===== config.mk =====
export PLATFORM = sky130hd
export DESIGN_NAME = l2_scrub_ctrl
export DESIGN_NICKNAME = d
export VERILOG_FILES = /design/src/rtl/carfield_pkg.sv /design/src/rtl/l2_scrub_sat_cnt.sv /design/src/rtl/l2_scrub_ctrl.sv
export SDC_FILE = /design/constraint.sdc
export NUM_CORES = 1
export LEC_CHECK = 0
export CAP_MARGIN = 20
export CELL_PAD_IN_SITES_DETAIL_PLACEMENT = 0
export CELL_PAD_IN_SITES_GLOBAL_PLACEMENT = 1
export CORE_UTILIZATION = 38
export CTS_BUF_LIST = sky130_fd_sc_hd__clkbuf_8 sky130_fd_sc_hd__clkbuf_16
export CTS_CLUSTER_SIZE = 20
export DETAILED_ROUTE_END_ITERATION = 10
export PLACE_DENSITY_LB_ADDON = 0.1
export SETUP_SLACK_MARGIN = 0.05
export SYNTH_ARGS = -nofsm -noshare
export SYNTH_HDL_FRONTEND = slang
export SYNTH_SLANG_ARGS = --single-unit

===== constraint.sdc =====
create_clock -name clk_i -period 6.67 [get_ports clk_i]
set_input_delay 0.667 -clock clk_i [delete_from_list [all_inputs] [get_ports clk_i]]
set_output_delay 0.667 -clock clk_i [all_outputs]
set_load 0.05 [all_outputs]

===== src/rtl/carfield_pkg.sv =====
// Shared types and default constants for the L2 background scrubber.
package carfield_pkg;

    // Default geometry of the L2 scrub port.
    localparam int unsigned L2ScrubAddrWidth     = 20;
    localparam int unsigned L2ScrubWordBytes     = 8;
    localparam int unsigned L2ScrubIntervalWidth = 16;
    localparam int unsigned L2ScrubCntWidth      = 16;

    // Scrubber sequencing states.
    typedef enum logic [1:0] {
        IDLE = 2'd0,
        WAIT = 2'd1,
        REQ  = 2'd2,
        RESP = 2'd3
    } scrub_state_e;

endpackage


===== src/rtl/l2_scrub_sat_cnt.sv =====
// Saturating event counter with synchronous clear; an increment in the
// same cycle as a clear leaves the counter at one.
module l2_scrub_sat_cnt
    import carfield_pkg::*;
#(
    parameter int unsigned Width = L2ScrubCntWidth
) (
    input  logic             clk_i,
    input  logic             rst_i,
    input  logic             clr_i,
    input  logic             inc_i,
    output logic [Width-1:0] cnt_o
);

    logic [Width-1:0] cnt_q, cnt_d;

    // Next count: an increment beats a clear, and the count sticks at all-ones.
    always_comb begin
        cnt_d = cnt_q;
        if (inc_i) begin
            if (clr_i) begin
                cnt_d = Width'(1);
            end else if (cnt_q != {Width{1'b1}}) begin
                cnt_d = cnt_q + Width'(1);
            end
        end else if (clr_i) begin
            cnt_d = '0;
        end
    end

    // Count register.
    always_ff @(posedge clk_i) begin
        if (rst_i) begin
            cnt_q <= '0;
        end else begin
            cnt_q <= cnt_d;
        end
    end

    assign cnt_o = cnt_q;

endmodule


===== src/rtl/l2_scrub_ctrl.sv =====
// Background ECC scrubber for L2: walks a word-aligned address window one
// read at a time, yields to host traffic, counts corrected/uncorrectable
// errors and latches the address of the last uncorrectable one.
module l2_scrub_ctrl
    import carfield_pkg::*;
#(
    parameter int unsigned AddrWidth     = L2ScrubAddrWidth,
    parameter int unsigned WordBytes     = L2ScrubWordBytes,
    parameter int unsigned IntervalWidth = L2ScrubIntervalWidth,
    parameter int unsigned CntWidth      = L2ScrubCntWidth
) (
    input  logic                     clk_i,
    input  logic                     rst_i,
    input  logic                     en_i,
    input  logic [AddrWidth-1:0]     start_addr_i,
    input  logic [AddrWidth-1:0]     end_addr_i,
    input  logic [IntervalWidth-1:0] interval_i,
    input  logic                     host_busy_i,
    input  logic                     clr_i,
    output logic                     scrub_req_o,
    output logic [AddrWidth-1:0]     scrub_addr_o,
    input  logic                     scrub_gnt_i,
    input  logic                     scrub_rvalid_i,
    input  logic                     scrub_corr_i,
    input  logic                     scrub_uncorr_i,
    output logic                     busy_o,
    output logic                     pass_done_o,
    output logic [CntWidth-1:0]      corr_cnt_o,
    output logic [CntWidth-1:0]      uncorr_cnt_o,
    output logic [AddrWidth-1:0]     err_addr_o,
    output logic                     err_irq_o
);

    scrub_state_e             state_q, state_d;
    logic [AddrWidth-1:0]     ptr_q, ptr_d;
    logic [IntervalWidth-1:0] ival_q, ival_d;
    logic                     pass_done_q, pass_done_d;
    logic [AddrWidth-1:0]     err_addr_q, err_addr_d;
    logic                     err_irq_q, err_irq_d;

    logic rsp_fire;
    logic corr_evt;
    logic uncorr_evt;
    logic last_word;

    // A response only counts while a read is actually outstanding, so a
    // stray rvalid after reset or in any other state is dropped.
    assign rsp_fire   = (state_q == RESP) && scrub_rvalid_i;
    assign uncorr_evt = rsp_fire && scrub_uncorr_i;
    assign corr_evt   = rsp_fire && scrub_corr_i && !scrub_uncorr_i;
    // An inverted window collapses to the single word at the start address.
    assign last_word  = (ptr_q == end_addr_i) || (start_addr_i > end_addr_i);

    // State register.
    always_ff @(posedge clk_i) begin
        if (rst_i) begin
            state_q <= IDLE;
        end else begin
            state_q <= state_d;
        end
    end

    // Next-state logic; a disable only takes effect once no read is in flight.
    always_comb begin
        state_d = state_q;
        unique case (state_q)
            IDLE: begin
                if (en_i) state_d = WAIT;
            end
            WAIT: begin
                if (!en_i) begin
                    state_d = IDLE;
                end else if ((ival_q == '0) && !host_busy_i) begin
                    state_d = REQ;
                end
            end
            REQ: begin
                if (scrub_gnt_i && !host_busy_i) state_d = RESP;
            end
            RESP: begin
                if (scrub_rvalid_i) state_d = en_i ? WAIT : IDLE;
            end
            default: state_d = IDLE;
        endcase
    end

    // FSM outputs; the request drops immediately whenever the host needs the port.
    always_comb begin
        busy_o       = (state_q != IDLE);
        scrub_req_o  = (state_q == REQ) && !host_busy_i;
        scrub_addr_o = ptr_q;
    end

    // Pointer, idle-gap counter, pass marker and error capture next values.
    always_comb begin
        ptr_d       = ptr_q;
        ival_d      = ival_q;
        pass_done_d = 1'b0;
        err_addr_d  = err_addr_q;
        err_irq_d   = err_irq_q;

        if ((state_q == IDLE) && en_i) begin
            ptr_d  = start_addr_i;
            ival_d = interval_i;
        end

        if ((state_q == WAIT) && (ival_q != '0)) begin
            ival_d = ival_q - IntervalWidth'(1);
        end

        if (rsp_fire) begin
            ival_d      = interval_i;
            pass_done_d = last_word;
            ptr_d       = last_word ? start_addr_i : (ptr_q + AddrWidth'(WordBytes));
        end

        if (uncorr_evt) begin
            err_addr_d = ptr_q;
            err_irq_d  = 1'b1;
        end else if (clr_i) begin
            err_addr_d = '0;
            err_irq_d  = 1'b0;
        end
    end

    // Datapath registers.
    always_ff @(posedge clk_i) begin
        if (rst_i) begin
            ptr_q       <= '0;
            ival_q      <= '0;
            pass_done_q <= 1'b0;
            err_addr_q  <= '0;
            err_irq_q   <= 1'b0;
        end else begin
            ptr_q       <= ptr_d;
            ival_q      <= ival_d;
            pass_done_q <= pass_done_d;
            err_addr_q  <= err_addr_d;
            err_irq_q   <= err_irq_d;
        end
    end

    assign pass_done_o = pass_done_q;
    assign err_addr_o  = err_addr_q;
    assign err_irq_o   = err_irq_q;

    l2_scrub_sat_cnt #(
        .Width (CntWidth)
    ) u_corr_cnt (
        .clk_i (clk_i),
        .rst_i (rst_i),
        .clr_i (clr_i),
        .inc_i (corr_evt),
        .cnt_o (corr_cnt_o)
    );

    l2_scrub_sat_cnt #(
        .Width (CntWidth)
    ) u_uncorr_cnt (
        .clk_i (clk_i),
        .rst_i (rst_i),
        .clr_i (clr_i),
        .inc_i (uncorr_evt),
        .cnt_o (uncorr_cnt_o)
    );

endmodule

==> results.py, run 1 <==
metrics = {
    "floorplanning": {
        "core.rowCount": 41,
        "placeableCoreArea_sq_um": 12800,
        "dieArea_sq_um": 13800,
        "floorplan.io_pins": 141,
        "width_of_the_die_microns": 117,
        "effective_utilization_at_floorplan_pct": 39.5,
        "fp.dieH_microns": 117,
    },
    "placed_design": {
        "dp_cells": 902,
        "place_area_sq_um": 6610,
        "dp_hpwl_mm": 10.8,
        "io_buffers": 140,
        "place_congestion": 0.874,
        "placement.setup.worst_slack_ps": 2830,
    },
    "worst_setup_path": {
        "start_kind": "primary input",
        "cp_max_fo": 4,
        "worst-endpoint-arrival_ps": 3730,
        "setup.worst_path.end_class": "flip-flop",
        "required_ps": 6960,
        "setup.worst_path.class": "in2reg",
    },
    "timing": {
        "post_route_setup_tns_ps": 0,
        "grt_setup_unrepaired": "no",
        "max_slew.worst_pin.slew_ps": 635,
        "clock-skew-final_ps": 7.91,
        "fmax_mhz": 291,
        "setup_slack_ps": 3240,
        "slew_violations": 0,
        "timing_hold_violations_final": 0,
        "period_share_pct": 51.4,
        "post-route-min-period_ps": 3430,
        "max_slew_margin_pct": 57.4,
        "setup-violations-final": 0,
    },
    "global_route": {
        "wire_length_of_the_first_global_routing_pass_mm": 23.7,
        "antenna_found_initial": 0,
        "grt_start_max_net_pins": 35,
        "global_route.overflow_total": 0,
        "grt_pass1_vias": 4680,
        "track_usage_pct": 21.1,
    },
    "cells_and_area": {
        "finish.instance_area_sq_um": 6950,
        "postLayoutCoreUtil_pct": 54.2,
        "area_growth_syn_to_layout_pct": 37.1,
        "post_route_cells_drive_above_1_share_pct": 5.09,
        "layout.cells.non_filler": 919,
        "final_cell_mix": "clkdlybuf4s50_1, dfxtp_1, nor2_1",
        "final_net_count": 832,
        "leading_cell_type_in_the_layout_fill_and_taps_excluded": "clkdlybuf4s50_1",
        "diodes": 0,
    },
    "route": {
        "drt_first_pass_iters": 4,
        "final_antenna_net_count": 0,
        "drcViolationCount": 0,
        "vias_per_cell": 5.37,
        "drt-initial-drc-count": 281,
        "drt_wl_total_mm": 14.5,
        "routed-via-count": 4932,
        "avgRoutedWirePerCell_microns": 15.8,
    },
    "cts": {
        "cts_hold_buf": 0,
        "cts-root-buf": "clkbuf_16",
        "cts_tree": "yes",
        "clockBufferDepth": 2,
        "clock-sinks": 92,
        "post_cts_resized": 0,
        "cts.repair_timing.setup_buffer_count": 0,
        "clk-insertion-delay-late_ps": 350,
        "cts.reportedPaths.clkPinSlew_ps": 60,
        "tritoncts.num_buffers": 9,
        "ctsHtreeMaxLevel": 3,
    },
    "yosys": {
        "ys.flop_type": "dfxtp_1",
        "synth.lib_cells_used.distinct": 57,
        "synth.avg_cell_area_sq_um": 8.24,
        "post_synth_instance_area_sq_um": 5070,
        "syn_nets": 705,
        "synth-seq-cells": 92,
        "synthesis.yosys.warnings": 0,
        "synth-edff-count": 0,
        "synth_sequential_area_ratio_pct": 36.3,
        "synthesis.instances": 615,
        "synth_async_sr_flop_share_pct": 0,
    },
    "power_and_ir_drop": {
        "power.static_leakage_nw": 2.51,
        "power_per_cell_area_nw_per_um2": 214,
        "ir_drop_uv": 127,
    },
    "flow_run": {
        "max_cap_viol": 0,
    },
    "status": {
        "status": "complete, no violations",
    },
    "min_path": {
        "worst_hold_path_class": "reg2reg",
    },
}
## through the flow
| stage | hold slack [ps] | power, W |
|---|---|---|
| global route | 490 | 0.00155 |
| detailed placement | 459 | 0.000926 |
| floorplan | 447 | 0.000809 |
| global placement | 459 | 0.000921 |
| finish | 479 | 0.00149 |
| CTS | 482 | 0.00150 |
## cell families (layout without fill, tap and decap cells)
family          count (synthesis)  after routing  synth area share, %
compound gates                135            135                 18.5
xor+xnor                       44             44                 7.60
fa+ha+maj                      25             25                 6.17
buf+inv                        63            195                 4.89
flops                          92             92                 36.3
mux                             6              6                 1.21
simple gates                  250            250                 25.3
## layout make-up
type,count,area [sq um]
fillers,1219,5880
repair buffers,147,1450
clock buffers,11,253
well taps,172,215
multi-input cells,460,2980
inverters,32,120
flip-flops and latches,92,1840
clock inverters,5,83.8
## final timing paths
kind	endpoint	start	slack [ps]	cells past startpoint
worst max register to register	ival_q[15]	ival_q[2]	4200	7
worst min-delay path	err_addr_o[3]	err_addr_o[3]	480	1
worst min register to register	err_addr_o[3]	err_addr_o[3]	480	1
worst max-delay path	scrub_addr_o[1]	end_addr_i[18]	3240	10
## sequential cells by signal, indices dropped and copies added, names as in the netlist, named ones only
signal	cells
err_addr_o	20
scrub_addr_o	20
ival_q	16
u_corr_cnt.cnt_o	16
u_uncorr_cnt.cnt_o	16
err_irq_o	1
pass_done_o	1
state_q	1
## worst max-delay path: stages
cell	delay, ps
clkdlybuf4s50_1	490
inv_1	50
ha_1	300
nand4_1	170
or4_4	590
nor3_4	230
a2bb2oi_2	260
a31oi_1	170
a211oi_1	580
a22o_1	210
## power breakdown
group	leakage [nW]	total [W]	internal (W)	switching (W)
Combinational	1.60	0.000299	0.000131	0.000168
Clock	0.158	0.000573	0.000349	0.000223
Sequential	0.748	0.000615	0.000575	0.0000401
## synthesized netlist by cell type (all sizes together) (5+ instances only)
master  count  area share (%)
nand4      19             2.5
inv        32             2.4
xor2       11             1.9
a21oi      32             3.2
clkbuf     25             1.9
nor3       29             3.1
dfxtp      92              36
a31oi      15             1.9
or3         9             1.1
o21ai      23             2.3
a211oi      7             1.0
ha         25             6.2
a22o       23             4.0
nor4        6            0.86
nor2       61             4.5
nor2b       6            0.74
and3       11             1.4
buf         6            0.67
mux2i       5            0.99
nand3      28             2.8
a21o        6            0.89
nand2      52             3.9
xnor2      33             5.7
## routing by layer
layer  vias to the layer above  track usage (%)  share of wire [%]
li1                       2482                -                  -
met1                      2309             27.5                 47
met2                       126             34.7                 46
met3                        15             4.17                4.9
met4                         0             7.45                1.7
met5                         -                0                  0
Power figures use the tool's default switching activity.
==> inputs of run 2 (changes only) <==
--- a/config.mk
+++ b/config.mk
@@ -8,7 +8,7 @@
 export CAP_MARGIN = 20
 export CELL_PAD_IN_SITES_DETAIL_PLACEMENT = 0
 export CELL_PAD_IN_SITES_GLOBAL_PLACEMENT = 1
-export CORE_UTILIZATION = 38
+export CORE_UTILIZATION = 32
 export CTS_BUF_LIST = sky130_fd_sc_hd__clkbuf_8 sky130_fd_sc_hd__clkbuf_16
 export CTS_CLUSTER_SIZE = 20
 export DETAILED_ROUTE_END_ITERATION = 10
==> constraint.sdc (replaced) <==
create_clock -name clk_i -period 2.75 [get_ports clk_i]
set_input_delay 0.275 -clock clk_i [delete_from_list [all_inputs] [get_ports clk_i]]
set_output_delay 0.275 -clock clk_i [all_outputs]
set_load 0.05 [all_outputs]
==> run 2 against run 1 <==
Net effect:
- global-route usage down 0.92 points
- setup slack lost 3100 ps
- count of clock-buffer cells in the layout decreased by 2
- non-clock buffer count grew 59
- utilization down 4.6 points
- largest power group unchanged
==> results.py, run 2 (synthesized netlist as in run 1, its figures left out) <==
metrics = {
    "route": {
        "drt_wl_total_mm": 16.4,
        "drt_first_pass_iters": 5,
        "final_antenna_net_count": 0,
        "drcViolationCount": 0,
        "vias_per_cell": 5.16,
        "drt-initial-drc-count": 192,
        "routed-via-count": 5251,
        "avgRoutedWirePerCell_microns": 16.1,
    },
    "global_route": {
        "track_usage_pct": 20.2,
        "global_route.overflow_total": 0,
        "antenna_found_initial": 0,
        "grt_start_max_net_pins": 34,
        "wire_length_of_the_first_global_routing_pass_mm": 26.0,
        "grt_pass1_vias": 5100,
    },
    "cts": {
        "clock-sinks": 92,
        "clockBufferDepth": 2,
        "cts-root-buf": "clkbuf_16",
        "cts.reportedPaths.clkPinSlew_ps": 60,
        "ctsHtreeMaxLevel": 3,
        "clk-insertion-delay-late_ps": 350,
        "cts_tree": "yes",
        "tritoncts.num_buffers": 9,
    },
    "worst_setup_path": {
        "setup.worst_path.start": "start_addr_i[13]",
        "setup.worst_path.class": "in2reg",
        "crit_chain": "dlygate4sd2_1, ha_1, nand4_1, or4_4, nor3_4, a2bb2oi_4, buf_4, a31oi_2, a211oi_2, buf_4, a22o_1",
        "crit-reg2reg-launch": "ival_q[2]",
        "start_kind": "primary input",
        "regToRegSetupSlack_ps": 360,
        "required_ps": 3050,
        "cp_common_cell": "buf_4",
        "cp_max_fo": 5,
        "timing.rr.end": "ival_q[15]",
        "crit_path_max_incr_delay_ps": 570,
        "worst-endpoint-arrival_ps": 2880,
        "critPathCapture": "scrub_addr_o[2]",
        "critical_path.slowest_cell": "or4_4",
        "rr_worst_depth": 7,
        "setup.worst_path.end_class": "flip-flop",
    },
    "cells_and_area": {
        "diodes": 0,
        "leading_cell_type_in_the_layout_fill_and_taps_excluded": "clkdlybuf4s50_1",
        "area_growth_syn_to_layout_pct": 50.0,
        "layout.cells.non_filler": 1017,
        "final_cell_mix": "clkdlybuf4s50_1, dfxtp_1, nor2_1, buf_4, nand2_1",
        "post_route_cells_drive_above_1_share_pct": 13.4,
        "finish.instance_area_sq_um": 7600,
        "final_net_count": 892,
    },
    "placed_design": {
        "placement.setup.worst_slack_ps": -480,
        "dp_cells": 991,
        "io_buffers": 140,
        "dp_hpwl_mm": 12.1,
        "place_area_sq_um": 7030,
        "place_congestion": 0.855,
    },
    "timing": {
        "period_share_pct": 94.1,
        "slew_violations": 0,
        "post-route-min-period_ps": 2590,
        "fmax_mhz": 387,
        "timing_hold_violations_final": 0,
        "max_slew_margin_pct": 46.5,
        "grt_setup_unrepaired": "no",
        "clock-skew-final_ps": 5.21,
        "setup-violations-final": 0,
        "setup_slack_ps": 163,
        "max_slew.worst_pin.slew_ps": 799,
    },
    "floorplanning": {
        "fp.dieH_microns": 128,
        "core.rowCount": 45,
        "floorplan.io_pins": 141,
        "width_of_the_die_microns": 128,
        "effective_utilization_at_floorplan_pct": 33.1,
        "dieArea_sq_um": 16300,
        "placeableCoreArea_sq_um": 15300,
    },
    "power_and_ir_drop": {
        "ir_drop_uv": 294,
        "power.static_leakage_nw": 2.93,
        "switching_share_pct": 29.3,
        "clkPwrFrac_pct": 38.4,
        "switchingPower_w": 0.00110,
        "power.internal_w": 0.00265,
        "total_power_w": 0.00375,
        "power_per_cell_area_nw_per_um2": 493,
        "p_comb_share_pct": 21.8,
        "pwr-share-seq_pct": 39.8,
    },
    "min_path": {
        "worst_hold_path_class": "in2reg",
        "worstHoldPathCells": 3,
    },
    "flow_run": {
        "max_cap_viol": 0,
    },
    "status": {
        "status": "complete, no violations",
    },
}
run 2: changes by cell type in the layout (fill, tap and decap cells not counted), moves of 3 or more:
cell             before  now
dlygate4sd2_1         0   12
inv_2                 0    3
buf_6                 0    3
clkdlybuf4s50_1     140  116
dlymetal6s2s_1        0   12
ha_4                  0    5
ha_1                 25   20
buf_4                 7   61
inv_1                32   29
run 2: critical path: cells and delay by family:
family / cells / cell delay, ps
AND/OR/NAND/NOR: 3 / 970
adder cells (fa/ha/maj): 1 / 300
buffers and inverters: 3 / 590
AO/OA/AOI/OAI: 4 / 730
run 2: how the worst min path moves through the flow:
stage / from / endpoint / slack (ps)
after floorplan: start_addr_i[0] / scrub_addr_o[0] / 410
after global placement: err_addr_o[10] / err_addr_o[10] / 460
after detailed placement: err_addr_o[17] / err_addr_o[17] / 470
after CTS: interval_i[9] / ival_q[9] / 470
after global routing: start_addr_i[16] / scrub_addr_o[16] / 360
final: start_addr_i[16] / scrub_addr_o[16] / 350
run 2: metal layers:
metal / vias up / share of wire, % / GRT usage [%] / wire, microns
li1: 2603 / - / - / -
met1: 2452 / 47 / 26.9 / 7650
met2: 170 / 45 / 32.1 / 7290
met3: 26 / 6.8 / 4.26 / 1120
met4: 0 / 1.9 / 7.68 / 314
met5: - / 0 / 0 / 0
run 2: layout make-up:
type,instances,area (sq um)
fillers,1473,7720
multi-input cells,461,3100
well taps,211,264
repair buffers,206,1930
clock buffers,9,225
clock inverters,6,114
flip-flops and latches,92,1840
inverters,32,120
run 2: per-stage QoR:
step / hold slack, ps / TNS [ps] / util, %
2_1_floorplan: 408 / 0 / -
3_3_place_gp: 460 / -5830 / 45.9
3_5_place_dp: 467 / -7220 / 45.9
4_1_cts: 470 / 0 / 48.9
5_1_grt: 364 / 0 / 49.6
6_report: 352 / 0 / 49.6
run 2: timing repair:
item,4_1_cts,5_1_grt
gates resized for setup,20,23
hold endpoints to repair,0,0
pin swaps,8,9
cloned,1,1
hold buffers,0,0
setup endpoints to repair,18,19
buffers inserted,7,2
run 2: power by group through the flow:
| stage | registers [W] | logic (W) | clock network [W] |
|---|---|---|---|
| 2_1_floorplan | 0.00158 | 0.000380 | 0 |
| 3_3_place_gp | 0.00152 | 0.000787 | 0 |
| 3_5_place_dp | 0.00152 | 0.000798 | 0 |
| 4_1_cts | 0.00149 | 0.000811 | 0.00148 |
| 5_1_grt | 0.00150 | 0.000887 | 0.00153 |
| 6_report | 0.00149 | 0.000818 | 0.00144 |
==> inputs of run 3 (changes only) <==
--- a/config.mk
+++ b/config.mk
@@ -14,6 +14,7 @@
 export DETAILED_ROUTE_END_ITERATION = 10
 export PLACE_DENSITY_LB_ADDON = 0.1
 export SETUP_SLACK_MARGIN = 0.05
+export SLEW_MARGIN = 10
 export SYNTH_ARGS = -nofsm -noshare
 export SYNTH_HDL_FRONTEND = slang
 export SYNTH_SLANG_ARGS = --single-unit
==> results of run 3 <==
No change in the layout: final DEF, timing and power equal those of run 2.
